<file path="src/rtl/iss_pkg.sv">
// Shared ISS defaults used by the issue queue, busy table and LSQ.
package iss_pkg;

  localparam int unsigned DEF_DEPTH         = 8;
  localparam int unsigned DEF_PREG_BITS     = 6;
  localparam int unsigned DEF_ROB_BITS      = 6;
  localparam int unsigned DEF_PAYLOAD_WIDTH = 64;
  localparam int unsigned DEF_WAKE_PORTS    = 3;
  localparam int unsigned DEF_CNT_BITS      = 5;

endpackage

</file>
<file path="src/rtl/iss_wake_match.sv">
// Compares one physical register against every wakeup port.
module iss_wake_match
  import iss_pkg::*;
#(
  parameter int unsigned PREG_BITS  = DEF_PREG_BITS,
  parameter int unsigned WAKE_PORTS = DEF_WAKE_PORTS
) (
  input  logic [PREG_BITS-1:0]            preg,
  input  logic [WAKE_PORTS-1:0]           wake_valid,
  input  logic [WAKE_PORTS*PREG_BITS-1:0] wake_preg,
  output logic                            hit_c
);

  // Any valid port carrying this register is a hit.
  always_comb begin
    hit_c = 1'b0;
    for (int k = 0; k < int'(WAKE_PORTS); k++) begin
      if (wake_valid[k] && (wake_preg[k*PREG_BITS +: PREG_BITS] == preg)) begin
        hit_c = 1'b1;
      end
    end
  end

endmodule

</file>
<file path="src/rtl/iss_wakeup_queue.sv">
// Collapsing, age-ordered issue queue with multi-port wakeup and oldest-ready select.
module iss_wakeup_queue
  import iss_pkg::*;
#(
  parameter int unsigned DEPTH         = DEF_DEPTH,
  parameter int unsigned PREG_BITS     = DEF_PREG_BITS,
  parameter int unsigned ROB_BITS      = DEF_ROB_BITS,
  parameter int unsigned PAYLOAD_WIDTH = DEF_PAYLOAD_WIDTH,
  parameter int unsigned WAKE_PORTS    = DEF_WAKE_PORTS,
  parameter int unsigned CNT_BITS      = DEF_CNT_BITS
) (
  input  logic                            CLK,
  input  logic                            RESET,
  input  logic                            FREEZE,
  input  logic                            FLUSH_IN,
  input  logic                            push_valid_IN,
  output logic                            push_ready_OUT,
  input  logic [PREG_BITS-1:0]            push_src1_IN,
  input  logic                            push_src1_rdy_IN,
  input  logic [PREG_BITS-1:0]            push_src2_IN,
  input  logic                            push_src2_rdy_IN,
  input  logic [ROB_BITS-1:0]             push_rob_IN,
  input  logic [PAYLOAD_WIDTH-1:0]        push_payload_IN,
  input  logic [WAKE_PORTS-1:0]           wake_valid_IN,
  input  logic [WAKE_PORTS*PREG_BITS-1:0] wake_preg_IN,
  output logic                            issue_valid_OUT,
  input  logic                            issue_ready_IN,
  output logic [ROB_BITS-1:0]             issue_rob_OUT,
  output logic [PAYLOAD_WIDTH-1:0]        issue_payload_OUT,
  output logic [CNT_BITS-1:0]             count_OUT,
  output logic                            empty_OUT,
  output logic                            full_OUT
);

  logic [DEPTH-1:0]         valid, rdy1, rdy2, hit1, hit2;
  logic [DEPTH-1:0]         n_valid, n_rdy1, n_rdy2;
  logic [PREG_BITS-1:0]     src1 [DEPTH];
  logic [PREG_BITS-1:0]     src2 [DEPTH];
  logic [PREG_BITS-1:0]     n_src1 [DEPTH];
  logic [PREG_BITS-1:0]     n_src2 [DEPTH];
  logic [ROB_BITS-1:0]      rob [DEPTH];
  logic [ROB_BITS-1:0]      n_rob [DEPTH];
  logic [PAYLOAD_WIDTH-1:0] payload [DEPTH];
  logic [PAYLOAD_WIDTH-1:0] n_payload [DEPTH];
  logic [CNT_BITS-1:0]      count, n_count, slot, sel_idx;
  logic                     sel_found, full, push_fire, issue_fire;
  logic                     push_hit1, push_hit2;

  // Wakeup comparators: two per entry plus two for the incoming micro-op.
  for (genvar i = 0; i < int'(DEPTH); i++) begin : g_match
    iss_wake_match #(.PREG_BITS(PREG_BITS), .WAKE_PORTS(WAKE_PORTS)) u_m1 (
      .preg(src1[i]), .wake_valid(wake_valid_IN), .wake_preg(wake_preg_IN), .hit_c(hit1[i]));
    iss_wake_match #(.PREG_BITS(PREG_BITS), .WAKE_PORTS(WAKE_PORTS)) u_m2 (
      .preg(src2[i]), .wake_valid(wake_valid_IN), .wake_preg(wake_preg_IN), .hit_c(hit2[i]));
  end

  iss_wake_match #(.PREG_BITS(PREG_BITS), .WAKE_PORTS(WAKE_PORTS)) u_push_m1 (
    .preg(push_src1_IN), .wake_valid(wake_valid_IN), .wake_preg(wake_preg_IN), .hit_c(push_hit1));
  iss_wake_match #(.PREG_BITS(PREG_BITS), .WAKE_PORTS(WAKE_PORTS)) u_push_m2 (
    .preg(push_src2_IN), .wake_valid(wake_valid_IN), .wake_preg(wake_preg_IN), .hit_c(push_hit2));

  assign full            = (count == CNT_BITS'(DEPTH));
  assign full_OUT        = full;
  assign empty_OUT       = (count == '0);
  assign count_OUT       = count;
  assign push_ready_OUT  = !full && !FREEZE && !FLUSH_IN;
  assign issue_valid_OUT = sel_found && !FREEZE && !FLUSH_IN;
  assign push_fire       = push_valid_IN && push_ready_OUT;
  assign issue_fire      = issue_valid_OUT && issue_ready_IN;
  assign slot            = count - CNT_BITS'(issue_fire);

  // Oldest-ready select: lowest index wins, so scan downward and keep overwriting.
  always_comb begin
    sel_found = 1'b0;
    sel_idx   = '0;
    for (int i = int'(DEPTH) - 1; i >= 0; i--) begin
      if (valid[i] && rdy1[i] && rdy2[i]) begin
        sel_found = 1'b1;
        sel_idx   = CNT_BITS'(i);
      end
    end
  end

  // Issue data mux; zero when nothing is selectable.
  always_comb begin
    issue_rob_OUT     = '0;
    issue_payload_OUT = '0;
    for (int i = 0; i < int'(DEPTH); i++) begin
      if (sel_found && (sel_idx == CNT_BITS'(i))) begin
        issue_rob_OUT     = rob[i];
        issue_payload_OUT = payload[i];
      end
    end
  end

  // Next state: wakeup everywhere, collapse above the issued slot, then append the push.
  always_comb begin
    n_valid = valid;
    n_rdy1  = rdy1 | hit1;
    n_rdy2  = rdy2 | hit2;
    n_count = count;
    for (int i = 0; i < int'(DEPTH); i++) begin
      n_src1[i]    = src1[i];
      n_src2[i]    = src2[i];
      n_rob[i]     = rob[i];
      n_payload[i] = payload[i];
    end

    if (issue_fire) begin
      for (int i = 0; i < int'(DEPTH) - 1; i++) begin
        if (CNT_BITS'(i) >= sel_idx) begin
          n_valid[i]   = valid[i+1];
          n_rdy1[i]    = rdy1[i+1] | hit1[i+1];
          n_rdy2[i]    = rdy2[i+1] | hit2[i+1];
          n_src1[i]    = src1[i+1];
          n_src2[i]    = src2[i+1];
          n_rob[i]     = rob[i+1];
          n_payload[i] = payload[i+1];
        end
      end
      n_valid[DEPTH-1] = 1'b0;
    end

    if (push_fire) begin
      for (int i = 0; i < int'(DEPTH); i++) begin
        if (CNT_BITS'(i) == slot) begin
          n_valid[i]   = 1'b1;
          n_rdy1[i]    = push_src1_rdy_IN | push_hit1;
          n_rdy2[i]    = push_src2_rdy_IN | push_hit2;
          n_src1[i]    = push_src1_IN;
          n_src2[i]    = push_src2_IN;
          n_rob[i]     = push_rob_IN;
          n_payload[i] = push_payload_IN;
        end
      end
    end

    if (push_fire && !issue_fire) begin
      n_count = count + CNT_BITS'(1);
    end else if (issue_fire && !push_fire) begin
      n_count = count - CNT_BITS'(1);
    end

    if (FLUSH_IN) begin
      n_valid = '0;
      n_count = '0;
    end
  end

  // State registers.
  always_ff @(posedge CLK or posedge RESET) begin
    if (RESET) begin
      valid <= '0;
      rdy1  <= '0;
      rdy2  <= '0;
      count <= '0;
      for (int i = 0; i < int'(DEPTH); i++) begin
        src1[i]    <= '0;
        src2[i]    <= '0;
        rob[i]     <= '0;
        payload[i] <= '0;
      end
    end else begin
      valid <= n_valid;
      rdy1  <= n_rdy1;
      rdy2  <= n_rdy2;
      count <= n_count;
      for (int i = 0; i < int'(DEPTH); i++) begin
        src1[i]    <= n_src1[i];
        src2[i]    <= n_src2[i];
        rob[i]     <= n_rob[i];
        payload[i] <= n_payload[i];
      end
    end
  end

endmodule
</file>
<file path="config.mk">
export PLATFORM = sky130hd
export DESIGN_NAME = iss_wakeup_queue
export DESIGN_NICKNAME = d
export VERILOG_FILES = /design/src/rtl/iss_pkg.sv /design/src/rtl/iss_wake_match.sv /design/src/rtl/iss_wakeup_queue.sv
export SDC_FILE = /design/constraint.sdc
export NUM_CORES = 2
export LEC_CHECK = 0
export BUFFER_PORTS_ARGS = -buffer_cell sky130_fd_sc_hd__buf_2
export CORE_MARGIN = 4
export CORE_UTILIZATION = 38
export CTS_CLUSTER_SIZE = 14
export DETAILED_ROUTE_END_ITERATION = 8
export PLACE_DENSITY = 0.55
export SLEW_MARGIN = 20
export SYNTH_ARGS = -nofsm -noshare
export SYNTH_HDL_FRONTEND = slang
export SYNTH_HIERARCHICAL = 1
export SYNTH_SLANG_ARGS = --single-unit
</file>
<file path="constraint.sdc">
create_clock -name CLK -period 29.6 [get_ports CLK]
set_input_delay 2.96 -clock CLK [delete_from_list [all_inputs] [get_ports CLK]]
set_output_delay 2.96 -clock CLK [all_outputs]
set_load 0.01 [all_outputs]
</file>
# After elaboration in Yosys (flattened, before gate mapping)
# Cells that the tools add are included.
[classes]
reduce_logical = 96
bitwise_logic = 18
eq_ne = 69
addsub = 3
magnitude_cmp = 7
n_mux = 209
[ops]
columns = ["operator", "count"]
rows = [
  ["$mux W64", 23],
  ["$mux W512", 1],
  ["$mux W448", 1],
  ["$eq A6 B6 Y1", 54],
  ["$mux W6", 53],
  ["$mux W48", 3],
  ["$mux W42", 3],
  ["$mux W1", 107],
  ["$logic_and A1 B1 Y1", 86],
  ["$mux W5", 10],
  ["$mux W8", 5],
  ["$eq A3 B5 Y1 const A", 4],
  ["$eq A5 B3 Y1 const B", 4],
  ["$or A1 B1 Y1", 16],
  ["$or A8 B8 Y8", 2],
  ["$ge A3 B5 Y1 const A", 3],
  ["$logic_not A5 Y1", 3],
  ["$mux W7", 2],
  ["$eq A2 B5 Y1 const A", 2],
  ["$eq A5 B2 Y1 const B", 2],
  ["$ge A1 B5 Y1 const A", 2],
  ["$ge A2 B5 Y1 const A", 2],
  ["$add A5 B1 Y5 const B", 1],
  ["$eq A1 B5 Y1 const A", 1],
  ["8 further kinds", 12],
]
[word_totals]
elab_cells = 438
reg_bits = 685

# Depth between registers and ports, before layout
[logic_depth]
word_depth = 20
depth_mapped = 16
depth_no_buf = 12

# Cells and area by module
# The synthesis kept the hierarchy.
[by_module_without_submodules]
columns = ["module", "area_per_inst_um2", "n_inst", "cells_each"]
rows = [
  ["iss_wakeup_queue", 35479.0, 1, 3816],
  ["iss_wake_match", 201.4, 18, 25],
]

# Least setup slack after synthesis
# No wires, ideal clock.
[synth_timing]
path_type = "input to output"
from = "input port FLUSH_IN"
to = "output port push_ready_OUT"
n_path_buf = 1
required_time_ns = 26.640
setup_slack_ns = 23.193
arrival_time_ns = 3.447
path_stages = 2
path_cell_list = "clkbuf_1 > nor3_1"
[synth_via]
elab_chain_len = 2
[synth_lines]
columns = ["element", "line_no", "text"]
rows = [
  ["start: declaration", "iss_wakeup_queue.sv:15", "input logic FLUSH_IN,"],
  ["$logic_not A1 Y1", "iss_wakeup_queue.sv:66", "assign push_ready_OUT = !full && !FREEZE && !FLUSH_IN;"],
  ["$logic_and A1 B1 Y1", "iss_wakeup_queue.sv:66", ""],
  ["end: declaration", "iss_wakeup_queue.sv:17", "output logic push_ready_OUT,"],
]
# No other way between the ends.

# Final worst setup path
[layout_timing]
from = "register rdy2[3]"
to = "output port issue_payload_OUT[19]"
[layout_via]
elab_chain_len = 15
[layout_lines]
columns = ["element", "line_no", "text"]
rows = [
  ["start: declaration", "iss_wakeup_queue.sv:35", "logic [DEPTH-1:0] valid, rdy1, rdy2, hit1, hit2;"],
  ["start signal: assignment", "iss_wakeup_queue.sv:166", "rdy2 <= n_rdy2;"],
  ["$logic_and A1 B1 Y1 *", "iss_wakeup_queue.sv:77", "if (valid[i] && rdy1[i] && rdy2[i]) begin"],
  ["$mux W5 (4 in a row)", "iss_wakeup_queue.sv:77", ""],
  ["$logic_not A5 Y1", "iss_wakeup_queue.sv:89", "if (sel_found && (sel_idx == CNT_BITS'(i))) begin"],
  ["$logic_and A1 B1 Y1", "iss_wakeup_queue.sv:89", ""],
  ["$mux W64 (7 in a row)", "iss_wakeup_queue.sv:89", ""],
  ["$mux W64 *", "iss_wakeup_queue.sv:89", ""],
  ["end: declaration", "iss_wakeup_queue.sv:29", "output logic [PAYLOAD_WIDTH-1:0] issue_payload_OUT,"],
]
# Mark *: on every way between the ends. The rest lies on a longest branch, timed or not.

==> key figures <==
Detailed routing
  – Via/cell ratio: 5.67
  – Routed len/inst: 23.3 um
  – DRT Pass-1 Iters: 6
  – DRC: 0
  – Via count: 31974
  – Initial DRC Count: 2762
  – ANT nets after route: 0
  – Total Wirelength: 132000 um

Synth
  – Top_reg_cell synth: dfrtp_1
  – Post-Syn Area per Cell: 9.17 um2
  – Post-synthesis sequential area ratio: 0.438
  – Seq cells post-synth: 685
  – Number of synthesized flops with an enable pin: 0
  – Net count after synthesis: 4383
  – Gate Count Post-Synth: 4266
  – Post-Syn Area: 39100 um2
  – Asr flop ratio synth: 1.00
  – Yosys cell types: 66
  – Ys Warns: 6

Finish
  – Final core utilization: 0.424
  – Nets@finish: 4326
  – Area grow syn2layout: 10.7%
  – Multi-input gate area: 20300 um2
  – Fillers: 9952
  – Most frequent cells in the layout: 846 x nand2_1, 685 x dfrtp_1, 467 x mux2i_1
  – Most common cell after layout, fill and taps aside: nand2_1
  – Final Instance Count excl. Fillers: 5644
  – Layout cells sized above 1: 0.117
  – Reg area: 17100 um2

Flow run
  – Max-Cap Viols: 0

STA
  – Slew HR: 0.254
  – Worst-margin pin slew: 1.12 ns
  – Max Fclk: 126 MHz
  – Tcrit/Tclk final: 0.268
  – Final Hold Viols: 0
  – Slew Viols, Final: 0
  – Worst hold slack: 0.531 ns
  – TNS Setup: 0 ns
  – Final min period: 7.94 ns
  – Skew final: 0.0279 ns
  – Min setup slack post-route: 21.66 ns
  – RSZ-0062 raised after global routing: no
  – Final setup viols: 0

Critical path
  – Worst path cell trace: nand3_2 -> a21oi_1 -> a21boi_2 -> buf_4 -> nor2_4 -> buf_4 -> buf_4 -> mux2i_1 -> o221ai_1 -> buf_2
  – Slowest cell delay on critical path: 0.71 ns
  – Critical path fanouts, max: 34
  – FF-to-FF setup slack: 23.43 ns
  – Most frequent CP cell: buf_4
  – Reg-to-reg startpoint: valid[1]
  – Worst reg2reg path depth: 14
  – CP max stage cell: buf_4
  – R2R Path End: payload[79]
  – Required @ worst endpoint: 26.64 ns
  – Crit path DAT: 4.98 ns
  – CP Class: reg -> out
  – Worst Setup End Kind: output pin
  – Startpoint Class: flop

Placement
  – Placed cells: 5492
  – Post-DP HPWL: 75300 um
  – PortBufs: 189
  – Post-Place Setup Slack: 21.66 ns
  – Gpl congestion: 0.795

Worst hold path
  – Critical hold path startpoint: payload[13]
  – Hold Path Class: reg -> reg
  – Hold path cells: 1
  – Hold path endpoint: payload[13]

Power
  – P_leak: 19.4 nW
  – Worst vdd ir: 0.0414 mV
  – Power density over cell area: 73.4 nW/um2

Die
  – Die H: 329 um
  – Core area: 102000 um2
  – Starting Density: 0.383
  – Ports: 190
  – Row count: 117
  – Die area: 108000 um2
  – Die W: 329 um

Global route
  – Initial antenna violation count: 13
  – Total grt overflow: 0
  – First-pass GRT wire length: 201000 um
  – Tot GR Track Use: 0.240
  – Largest net degree at the start of global routing: 110
  – Vias in the first global route: 31458

Clocking
  – Worst-path clk slew: 0.06 ns
  – Clock latency on the worst-skew pair: 0.68 ns
  – CTS Sinks: 685
  – CTS tree: done
  – Clock root buffer master: clkbuf_16
  – # hold bufs at CTS: 0
  – CTS Buf Count: 83
  – Postcts setup bufs: 0
  – CTS Buffer Depth: 3
  – CTS HTree Levels: 3
  – Post-CTS sizing: 0

Status
  – Status: finished, final reports clean
## metrics by stage
| step | power [W] | area, um2 |
|---|---|---|
| floorplan | 0.00194 | 39100 |
| global placement | 0.00214 | 40600 |
| detailed placement | 0.00216 | 40600 |
| CTS | 0.00319 | 43300 |
| global route | 0.00336 | 43300 |
| finish | 0.00317 | 43300 |
## cell families after synthesis
group                      synth area share
xor gates and xnor gates             0.0739
AOI/OAI and AO/OA                     0.146
buffers and inverters                0.0480
DFF                                   0.438
adders and majority gates           0.00211
and+or+nand+nor                       0.146
muxes                                 0.146
## worst max-delay path, delay by kind of cell (launching register included)
family / cells / cell delay, ns
compound gates: 3 / 0.94
mux: 1 / 0.17
simple gates: 2 / 0.94
flops: 1 / 0.40
buf+inv: 4 / 1.80
## flip-flops by register name (all words and copies together), names as in the netlist
name	cells
payload	512
rob	48
src1	48
src2	48
rdy1	8
rdy2	8
valid	8
count_OUT	5
## worst max-delay path by stage
stage / from / to / slack [ns] / depth (start not counted)
after floorplan: RESET / count_OUT[0] / 7.44 / 1
after global placement: FLUSH_IN / payload[64] / 21.77 / 14
after detailed placement: FLUSH_IN / payload[95] / 21.66 / 13
after CTS: rdy2[3] / issue_rob_OUT[5] / 21.58 / 10
after global routing: rdy2[3] / issue_payload_OUT[19] / 21.43 / 10
final: rdy2[3] / issue_payload_OUT[19] / 21.66 / 10
## final cells by class
class | instances | area share
antenna | 2 | 0.000116
clock buffer | 126 | 0.0552
clock inverter | 24 | 0.00711
inverter | 11 | 0.00113
multi-input combinational | 3183 | 0.469
sequential | 685 | 0.396
tap | 1368 | 0.0395
timing repair buffer | 245 | 0.0317
## cell usage after synthesis, types with 14 or more instances
master,number,area share
a31oi_1,254,0.041
nand4_1,54,0.0086
nor3_1,14,0.0018
clkbuf_1,226,0.022
xor2_1,163,0.037
buf_4,24,0.0046
o211ai_1,57,0.011
mux2_2,92,0.026
xnor2_1,165,0.037
or3_1,20,0.0032
buf_2,109,0.014
dfrtp_1,685,0.44
o21ai_0,367,0.047
nand2_1,849,0.081
o21ai_1,59,0.0076
a221o_1,60,0.015
a21oi_1,20,0.0026
nor4_1,55,0.0088
nor2_1,326,0.031
nand3_1,14,0.0018
mux2i_1,467,0.12
a22oi_1,50,0.0096
buf_6,21,0.0060
## report_power, final
part	internal, W	total [W]	leakage (nW)	switching [W]
combinational	0.000318	0.000660	9.00	0.000342
sequential	0.00122	0.00149	9.06	0.000269
clock	0.000596	0.00102	1.32	0.000429
## per-layer routing
layer,global-route usage,vias up,routed length [um]
met5,0,-,53
met2,0.374,1025,58600
met4,0.0702,8,3630
met3,0.0446,222,8500
met1,0.339,15876,61000
li1,-,14843,-
No activity file was read; power rests on OpenSTA's default activity.
